### src/rtl/uart_rx.sv
`timescale 1ns/1ps
`default_nettype none
// ============================================================================
//  Module   : uart_rx
//  Brief    : UART receive path. Synchronises the raw serial line, recovers
//             frame timing from an oversampling baud tick, deserialises the
//             data bits LSB first, checks parity and stop bit, and strobes out
//             one word per frame with error flags.
//  Revision : 1.0 - initial release
// ============================================================================
module uart_rx #(
  parameter int DATA_WIDTH  = 8,   // data bits per frame (5..9)
  parameter int OVERSAMPLE  = 16,  // baud ticks per bit period (even, >= 8)
  parameter int SYNC_STAGES = 2    // synchroniser depth on rx_in (>= 2)
) (
  input  logic                  clk,
  input  logic                  rst,
  input  logic                  baud_tick,
  input  logic                  rx_in,
  input  logic                  parity_en,
  input  logic                  parity_odd,
  output logic [DATA_WIDTH-1:0] rx_data,
  output logic                  rx_valid,
  output logic                  parity_err,
  output logic                  frame_err,
  output logic                  rx_busy
);

  localparam int TW = $clog2(OVERSAMPLE);
  localparam int BW = $clog2(DATA_WIDTH);

  // Mid-start sample point and full-bit sample point, as tick-counter values
  localparam logic [TW-1:0] C_TICK_HALF = TW'(OVERSAMPLE / 2 - 1);
  localparam logic [TW-1:0] C_TICK_FULL = TW'(OVERSAMPLE - 1);
  localparam logic [BW-1:0] C_BIT_LAST  = BW'(DATA_WIDTH - 1);

  typedef enum logic [2:0] {
    S_IDLE      = 3'd0,
    S_START     = 3'd1,
    S_DATA      = 3'd2,
    S_PARITY    = 3'd3,
    S_STOP      = 3'd4,
    S_WAIT_HIGH = 3'd5
  } state_t;

  state_t                 state_q;
  logic [SYNC_STAGES-1:0] sync_q;
  logic                   rx_s;
  logic [TW-1:0]          tick_q;
  logic [BW-1:0]          bit_q;
  logic [DATA_WIDTH-1:0]  shift_q;
  logic                   par_en_q;
  logic                   par_odd_q;
  logic                   par_mis_q;
  logic [DATA_WIDTH-1:0]  rx_data_q;
  logic                   rx_valid_q;
  logic                   parity_err_q;
  logic                   frame_err_q;
  logic                   busy_q;

  // Metastability synchroniser; resets to the idle (high) line level
  always_ff @(posedge clk or posedge rst) begin
    if (rst) begin
      sync_q <= '1;
    end else begin
      sync_q <= {sync_q[SYNC_STAGES-2:0], rx_in};
    end
  end

  assign rx_s = sync_q[SYNC_STAGES-1];

  // Frame FSM: counters and state only move on baud ticks; outputs registered
  always_ff @(posedge clk or posedge rst) begin
    if (rst) begin
      state_q      <= S_IDLE;
      tick_q       <= '0;
      bit_q        <= '0;
      shift_q      <= '0;
      par_en_q     <= 1'b0;
      par_odd_q    <= 1'b0;
      par_mis_q    <= 1'b0;
      rx_data_q    <= '0;
      rx_valid_q   <= 1'b0;
      parity_err_q <= 1'b0;
      frame_err_q  <= 1'b0;
      busy_q       <= 1'b0;
    end else begin
      // The strobe is a single clock wide regardless of tick spacing
      rx_valid_q <= 1'b0;
      if (baud_tick) begin
        unique case (state_q)
          S_IDLE: begin
            if (!rx_s) begin
              state_q <= S_START;
              tick_q  <= '0;
              busy_q  <= 1'b1;
            end
          end

          S_START: begin
            if (tick_q == C_TICK_HALF) begin
              tick_q <= '0;
              if (rx_s) begin
                // Line went back high before mid-start: treat as a glitch
                state_q <= S_IDLE;
                busy_q  <= 1'b0;
              end else begin
                // Frame format is latched here and held for the whole frame
                state_q   <= S_DATA;
                bit_q     <= '0;
                par_en_q  <= parity_en;
                par_odd_q <= parity_odd;
                par_mis_q <= 1'b0;
              end
            end else begin
              tick_q <= tick_q + 1'b1;
            end
          end

          S_DATA: begin
            if (tick_q == C_TICK_FULL) begin
              tick_q  <= '0;
              // Shifting in from the top leaves the first (LSB) bit at bit 0
              shift_q <= {rx_s, shift_q[DATA_WIDTH-1:1]};
              if (bit_q == C_BIT_LAST) begin
                bit_q   <= '0;
                state_q <= par_en_q ? S_PARITY : S_STOP;
              end else begin
                bit_q <= bit_q + 1'b1;
              end
            end else begin
              tick_q <= tick_q + 1'b1;
            end
          end

          S_PARITY: begin
            if (tick_q == C_TICK_FULL) begin
              tick_q    <= '0;
              // Mismatch when received bit differs from XOR(data) ^ odd
              par_mis_q <= rx_s ^ (^shift_q) ^ par_odd_q;
              state_q   <= S_STOP;
            end else begin
              tick_q <= tick_q + 1'b1;
            end
          end

          S_STOP: begin
            if (tick_q == C_TICK_FULL) begin
              tick_q       <= '0;
              rx_data_q    <= shift_q;
              parity_err_q <= par_en_q & par_mis_q;
              frame_err_q  <= ~rx_s;
              rx_valid_q   <= 1'b1;
              if (rx_s) begin
                // Leaving mid stop bit lets a back-to-back start be caught
                state_q <= S_IDLE;
                busy_q  <= 1'b0;
              end else begin
                state_q <= S_WAIT_HIGH;
              end
            end else begin
              tick_q <= tick_q + 1'b1;
            end
          end

          S_WAIT_HIGH: begin
            // Break or framing error: ignore the line until it returns high
            if (rx_s) begin
              state_q <= S_IDLE;
              busy_q  <= 1'b0;
            end
          end

          default: begin
            state_q <= S_IDLE;
            tick_q  <= '0;
            busy_q  <= 1'b0;
          end
        endcase
      end
    end
  end

  assign rx_data    = rx_data_q;
  assign rx_valid   = rx_valid_q;
  assign parity_err = parity_err_q;
  assign frame_err  = frame_err_q;
  assign rx_busy    = busy_q;

endmodule
`default_nettype wire

### config.mk
export PLATFORM = sky130hd
export DESIGN_NAME = uart_rx
export DESIGN_NICKNAME = d
export VERILOG_FILES = /design/src/rtl/uart_rx.sv
export SDC_FILE = /design/constraint.sdc
export NUM_CORES = 1
export LEC_CHECK = 0
export BUFFER_PORTS_ARGS = -buffer_cell sky130_fd_sc_hd__buf_2
export CORE_MARGIN = 5
export CORE_UTILIZATION = 55
export DETAILED_ROUTE_END_ITERATION = 12
export PLACE_DENSITY = 0.75
export SETUP_SLACK_MARGIN = 0.15
export SLEW_MARGIN = 15
export SYNTH_ARGS = -nofsm -noshare
export SYNTH_HDL_FRONTEND = slang
export SYNTH_SLANG_ARGS = --single-unit
export TNS_END_PERCENT = 10
### constraint.sdc
create_clock -name clk -period 2.35 [get_ports clk]
set_input_delay 0.1175 -clock clk [delete_from_list [all_inputs] [get_ports clk]]
set_output_delay 0.1175 -clock clk [all_outputs]
set_load 0.01 [all_outputs]
==> flow_metrics.env, run 1 <==
export IMPL_status="finished, final reports clean"
export IMPL_clk_latency_ns=0.34
export IMPL_placementRows=20
export IMPL_globalRouteMet3Util=0.0556
export IMPL_tritoncts="built"
export IMPL_grt_total_usage=0.187
export IMPL_synth_edff_count=0
export IMPL_ys_ff_latch=35
export IMPL_path_buf_inv=0
export IMPL_final_net_count=185
export IMPL_placed_cell_areas_um2=1890
export IMPL_clock_sinks=35
export IMPL_cp_data_required_time_ns=2.59
export IMPL_die_w_um=66.6
export IMPL_cap_viol_max_count=0
export IMPL_layoutNonFillerInstCount=221
export IMPL_grt_antenna_before_repair=0
export IMPL_critical_path_launch_point_type="flop"
export IMPL_layout_fillers=245
export IMPL_routed_wirelength_um=3490
export IMPL_first_global_vias=1259
export IMPL_irDropWorstVdd_mv=0.688
export IMPL_maxSlewHeadroom=0.621
export IMPL_timing_final_crit_share=0.856
export IMPL_cpLargestDelayFamily="simple AND/OR/NAND/NOR gates"
export IMPL_cts_resized=0
export IMPL_drc=0
export IMPL_post_route_min_period_ns=2.01
export IMPL_initial_core_utilization=0.576
export IMPL_power_density_nw_per_um2=923
export IMPL_worst_slew_pin_slew_ns=0.568
export IMPL_leakage_uw=0.000981
export IMPL_critPathArrivalTime_ns=2.25
export IMPL_gr_usage_met2=0.286
export IMPL_yosys_warnings=0
export IMPL_layout_drive_gt1_share=0.316
export IMPL_diodes=0
export IMPL_maximum_number_of_pins_on_one_net_before_global_route_repair=36
export IMPL_slowest_delay_ns=0.64
export IMPL_synthCells=152
export IMPL_area_growth_syn_to_layout_pct=15.2
export IMPL_post_cts_repair_setup_buffers=0
export IMPL_avgViaCountPerCell=5.62
export IMPL_cts_inserted_buffers=5
export IMPL_gr_met1_demand_resource=0.248
export IMPL_drt_pass1_iter_count=4
export IMPL_netlist_area_before_placement_um2=1760
export IMPL_cts_max_path_buffers=2
export IMPL_place_congestion=0.897
export IMPL_wire_per_inst_um=15.8
export IMPL_worst_hold_path_type="in2reg"
export IMPL_synthFlopType="dfrtp_1"
export IMPL_synthesis_area_per_instance_um2=11.6
export IMPL_core_region_area_um2=3050
export IMPL_hold_viol_final=0
export IMPL_postSynthNetCount=161
export IMPL_timing_fmax_ghz=0.497
export IMPL_crit_chain="ha_1, nand4_2, or3_1, mux2_4"
export IMPL_grt_most_used_layer="met2"
export IMPL_post_dp_hpwl_um=2420
export IMPL_clk_root_buffer_cell="clkbuf_4"
export IMPL_rrSetupSlack_ns=0.34
export IMPL_floorplan_die_area_um2=4430
export IMPL_finish_instance_area_um2=2030
export IMPL_height_of_the_die_um=66.6
export IMPL_setup_worst_path_end_class="flop"
export IMPL_setup_repair_after_global_routing_missed_its_margin="false"
export IMPL_totalNegativeSetupSlack_ns=0
export IMPL_largest_fanout_of_any_net_on_the_critical_path=13
export IMPL_grt_first_pass_wirelength_um=6130
export IMPL_place_inst=209
export IMPL_numPortBuffers=17
export IMPL_detailroute_via_count=1241
export IMPL_worst_setup_hold_path_clk_slew_ns=0.10
export IMPL_critical_path_class="reg2reg"
export IMPL_overflow_after_grt=0
export IMPL_dr_first_iter_drc_count=84
export IMPL_finClkSkew_ns=0.00499
export IMPL_ctsHtreeMaxLevel=2
export IMPL_synthArstFlopShare=1.00
export IMPL_ys_types=39
export IMPL_yosysSeqAreaShare=0.499
export IMPL_finalMaxSlewViolations=0
export IMPL_critPathSlowestCell="or3_1"
export IMPL_setup_viols_final=0
export IMPL_antenna_left=0
export IMPL_io_pins=18
==> report_power, final <==
part	switching, µW	internal (µW)	leakage (µW)
clock	202	332	0.0000525
sequential	106	683	0.000468
combinational	296	252	0.000461
==> synth_stat cells, drive strengths merged, types with 2 or more instances <==
master	count	area share
or3	3	0.011
buf	2	0.0092
dfrtp	33	0.47
a22o	4	0.020
mux2	22	0.15
nand2	6	0.013
xnor2	7	0.035
nor2	7	0.019
dfstp	2	0.030
nand2b	5	0.018
o21ai	8	0.023
o2111ai	2	0.010
o2bb2ai	2	0.010
o21a	2	0.0085
a21oi	4	0.011
nand4	3	0.014
or3b	2	0.010
ha	3	0.021
inv	9	0.019
clkbuf	5	0.011
o22ai	2	0.0071
nor3	5	0.014
nand3	4	0.011
==> final timing paths <==
check / endpoint / cells after the start / start
max: rx_data[1] / 4 / tick_q[0]
min: tick_q[1] / 3 / baud_tick
max reg2reg: rx_data[1] / 4 / tick_q[0]
min reg2reg: sync_q[1] / 0 / sync_q[0]
max in group asynchronous: sync_q[1] / 4 / rst
min in group asynchronous: rx_valid / 4 / rst
==> cell type report <==
class,instances,area (µm²),area share
tap,44,55.1,0.0272
clock inverter,2,60.1,0.0296
sequential,35,878,0.433
clock buffer,6,41.3,0.0204
inverter,9,33.8,0.0167
timing repair buffer,24,148,0.0728
multi-input combinational,101,811,0.400
==> sequential cells by signal, summed over array words and instances, names as in the netlist <==
name,cells
par_mis_q,1
par_odd_q,1
frame_err,1
rx_busy,1
tick_q,4
parity_err,1
sync_q,2
rx_valid,1
rx_data,8
state_q,3
shift_q,8
par_en_q,1
bit_q,3
==> worst reg2reg max path, stage by stage (launching register included) <==
cell and delay, ns:
dfrtp_1 0.39, ha_1 0.30, nand4_2 0.19, or3_1 0.64, mux2_4 0.39
==> per-stage QoR <==
stage / hold slack, ns / total power (µW) / setup slack (ns) / util
2_1_floorplan: 0.122 / 1200 / 0.537 / -
3_3_place_gp: 0.224 / 1290 / 0.421 / 0.618
3_5_place_dp: 0.224 / 1330 / 0.350 / 0.618
4_1_cts: 0.169 / 1880 / 0.335 / 0.664
5_1_grt: 0.206 / 2000 / 0.233 / 0.664
6_report: 0.180 / 1870 / 0.338 / 0.664
==> placed cells by master (no fill, tap or decap), types with 2 or more instances in the layout <==
master         count
dfrtp_1           33
mux2_2            17
buf_2             17
inv_1              9
o21ai_0            7
xnor2_1            7
nor2_1             6
nand2_1            6
nand2b_1           5
nor3_1             5
mux2_4             5
clkbuf_4           5
nand3_1            4
a22o_1             4
a21oi_1            4
dlygate4sd3_1      4
or3_1              3
ha_1               3
buf_4              3
or3b_2             2
o21a_1             2
o22ai_1            2
o2111ai_1          2
nand4_1            2
o2bb2ai_1          2
bufinv_16          2
dfstp_2            2
==> per-layer routing <==
| metal | share of wire | routed length (µm) | up-vias |
|---|---|---|---|
| li1 | - | - | 586 |
| met1 | 0.43 | 1510 | 613 |
| met2 | 0.50 | 1760 | 37 |
| met3 | 0.049 | 171 | 5 |
| met4 | 0.015 | 53 | 0 |
| met5 | 0 | 0 | - |
==> kinds of logic after synthesis <==
group | after synthesis | share of synthesized area
buffers and inverters | 16 | 0.0398
adder cells (fa/ha/maj) | 3 | 0.0213
AND/OR/NAND/NOR | 40 | 0.132
AO/OA/AOI/OAI | 28 | 0.108
multiplexers | 22 | 0.151
XOR/XNOR | 8 | 0.0477
flip-flops | 35 | 0.499
==> what timing repair did <==
item	CTS	global route
endpoints found under the hold margin	36	0
hold buffers	4	0
endpoints found under the setup margin	0	0
Note: power is estimated with default switching activity, not from simulation.
==> run 2, diff against run 1 <==
--- a/config.mk
+++ b/config.mk
@@ -8,6 +8,7 @@
 export BUFFER_PORTS_ARGS = -buffer_cell sky130_fd_sc_hd__buf_2
 export CORE_MARGIN = 5
 export CORE_UTILIZATION = 55
+export CTS_BUF_LIST = sky130_fd_sc_hd__clkbuf_16
 export DETAILED_ROUTE_END_ITERATION = 12
 export PLACE_DENSITY = 0.75
 export SETUP_SLACK_MARGIN = 0.15
==> run 2 against run 1 <==
  * Total power is 17% higher
  * Clock power is 58% higher
  * Sequential cell count unchanged
==> flow_metrics.env, run 2 (same netlist as run 1, synthesis figures left out) <==
export IMPL_crit_chain="ha_1, nand4_2, or3_1, mux2_4"
export IMPL_overflow_after_grt=0
export IMPL_ctsHtreeMaxLevel=2
export IMPL_grt_first_pass_wirelength_um=6150
export IMPL_worst_setup_slack_after_layout_ns=0.325
export IMPL_maxSlewHeadroom=0.606
export IMPL_netSwitchingFraction=0.297
export IMPL_critPathSlowestCell="or3_1"
export IMPL_worst_slew_pin_slew_ns=0.591
export IMPL_power_net_switching_uw=650
export IMPL_internal_power_uw=1540
export IMPL_clk_latency_ns=0.28
export IMPL_status="finished, final reports clean"
export IMPL_layout_drive_gt1_share=0.320
export IMPL_worst_r2r_cell_count=4
export IMPL_antenna_left=0
export IMPL_worst_r2r_endpoint="rx_data[1]"
export IMPL_power_sequential_fraction=0.362
export IMPL_slowest_delay_ns=0.65
export IMPL_critical_path_class="reg2reg"
export IMPL_irDropWorstVdd_mv=0.730
export IMPL_clk_root_buffer_cell="clkbuf_16"
export IMPL_maximum_number_of_pins_on_one_net_before_global_route_repair=36
export IMPL_core_region_area_um2=3050
export IMPL_critPathArrivalTime_ns=2.19
export IMPL_largest_fanout_of_any_net_on_the_critical_path=13
export IMPL_rrSetupSlack_ns=0.33
export IMPL_height_of_the_die_um=66.6
export IMPL_drc=0
export IMPL_r2r_start="tick_q[0]"
export IMPL_place_inst=209
export IMPL_share_comb_of_total_power=0.253
export IMPL_die_w_um=66.6
export IMPL_post_dp_hpwl_um=2420
export IMPL_cpLargestDelayFamily="simple AND/OR/NAND/NOR gates"
export IMPL_met1Wirelength_um=1550
export IMPL_tritoncts="built"
export IMPL_numPortBuffers=17
export IMPL_post_route_min_period_ns=2.02
export IMPL_commonest_cells_after_routing_fill_and_taps_aside="33 x dfrtp_1, 17 x mux2_2, 17 x buf_2"
export IMPL_wire_per_inst_um=16.4
export IMPL_finalMaxSlewViolations=0
export IMPL_io_pins=18
export IMPL_cts_resized=0
export IMPL_avgViaCountPerCell=5.71
export IMPL_final_net_count=183
export IMPL_area_growth_syn_to_layout_pct=19.1
export IMPL_cts_max_path_buffers=2
export IMPL_setup_worst_path_end_class="flop"
export IMPL_worst_setup_hold_path_clk_slew_ns=0.05
export IMPL_most_common_cell_after_layout_fill_and_taps_aside="dfrtp_1"
export IMPL_totalNegativeSetupSlack_ns=0
export IMPL_detailroute_via_count=1250
export IMPL_timing_final_crit_share=0.862
export IMPL_routed_wirelength_um=3580
export IMPL_dr_max_layer_used="met4"
export IMPL_min_delay_start="parity_odd"
export IMPL_cap_viol_max_count=0
export IMPL_place_congestion=0.897
export IMPL_initial_core_utilization=0.576
export IMPL_hold_path_depth=2
export IMPL_whs_endpoint="par_odd_q"
export IMPL_finClkSkew_ns=0.00412
export IMPL_setup_viols_final=0
export IMPL_grt_antenna_before_repair=0
export IMPL_leakage_uw=0.00102
export IMPL_floorplan_die_area_um2=4430
export IMPL_post_route_util=0.686
export IMPL_worst_hold_path_type="in2reg"
export IMPL_dr_first_iter_drc_count=119
export IMPL_setup_repair_after_global_routing_missed_its_margin="false"
export IMPL_hold_viol_final=0
export IMPL_placementRows=20
export IMPL_setup_slack_after_placement_ns=0.350
export IMPL_route_met2_wl_um=1720
export IMPL_clock_sinks=35
export IMPL_post_cts_repair_setup_buffers=0
export IMPL_holdWs_ns=0.0681
export IMPL_diodes=0
export IMPL_power_density_nw_per_um2=1050
export IMPL_cts_inserted_buffers=5
export IMPL_timing_fmax_ghz=0.494
export IMPL_share_clk_of_total_power=0.385
export IMPL_post_cts_hold_buffer_count=2
export IMPL_path_buf_inv=0
export IMPL_first_global_vias=1245
export IMPL_drt_pass1_iter_count=4
export IMPL_detailroute_wirelength_met3_um=225
export IMPL_layoutNonFillerInstCount=219
export IMPL_critical_path_launch_point_type="flop"
export IMPL_grt_total_usage=0.189
export IMPL_cp_data_required_time_ns=2.51
-- run 2: cell types whose count changed in the layout (fill, tap and decap cells not counted), sizes merged --
cell / delta
inv: +1
clkbuf: -1
dlygate4sd3: -2
-- run 2: power by group through the flow --
stage | clock network [µW] | registers (µW) | logic [µW]
3_3_place_gp | 0 | 787 | 508
6_report | 844 | 792 | 553
5_1_grt | 884 | 811 | 613
3_5_place_dp | 0 | 798 | 534
4_1_cts | 856 | 789 | 548
2_1_floorplan | 0 | 755 | 446
-- run 2: layer usage --
metal  up-vias  track usage
met5         -            0
met2        50        0.282
met4         0       0.0990
met1       606        0.252
li1        582            -
met3        12       0.0472
-- run 2: layout make-up --
class                      instances  area [µm²]
clock buffer                       5         125
clock inverter                     3        63.8
fill                             229         958
inverter                           9        33.8
multi-input combinational        101         811
sequential                        35         878
tap                               44        55.1
timing repair buffer              22         128
-- run 2: worst max-delay path by stage --
stage                     cells after the start          to       from
after CTS                                     4  rx_data[1]  tick_q[0]
after global routing                          4  rx_data[1]  tick_q[0]
final                                         4  rx_data[1]  tick_q[0]
after global placement                        4  rx_data[2]  tick_q[0]
after floorplan                               6  rx_data[0]  tick_q[0]
after detailed placement                      4  rx_data[1]  tick_q[0]
-- run 2: per-stage QoR --
| step | instance area [µm²] | total power, µW |
|---|---|---|
| after detailed placement | 1890 | 1330 |
| after global placement | 1890 | 1290 |
| final | 2090 | 2190 |
| after floorplan | 1760 | 1200 |
| after global routing | 2090 | 2310 |
| after CTS | 2090 | 2190 |
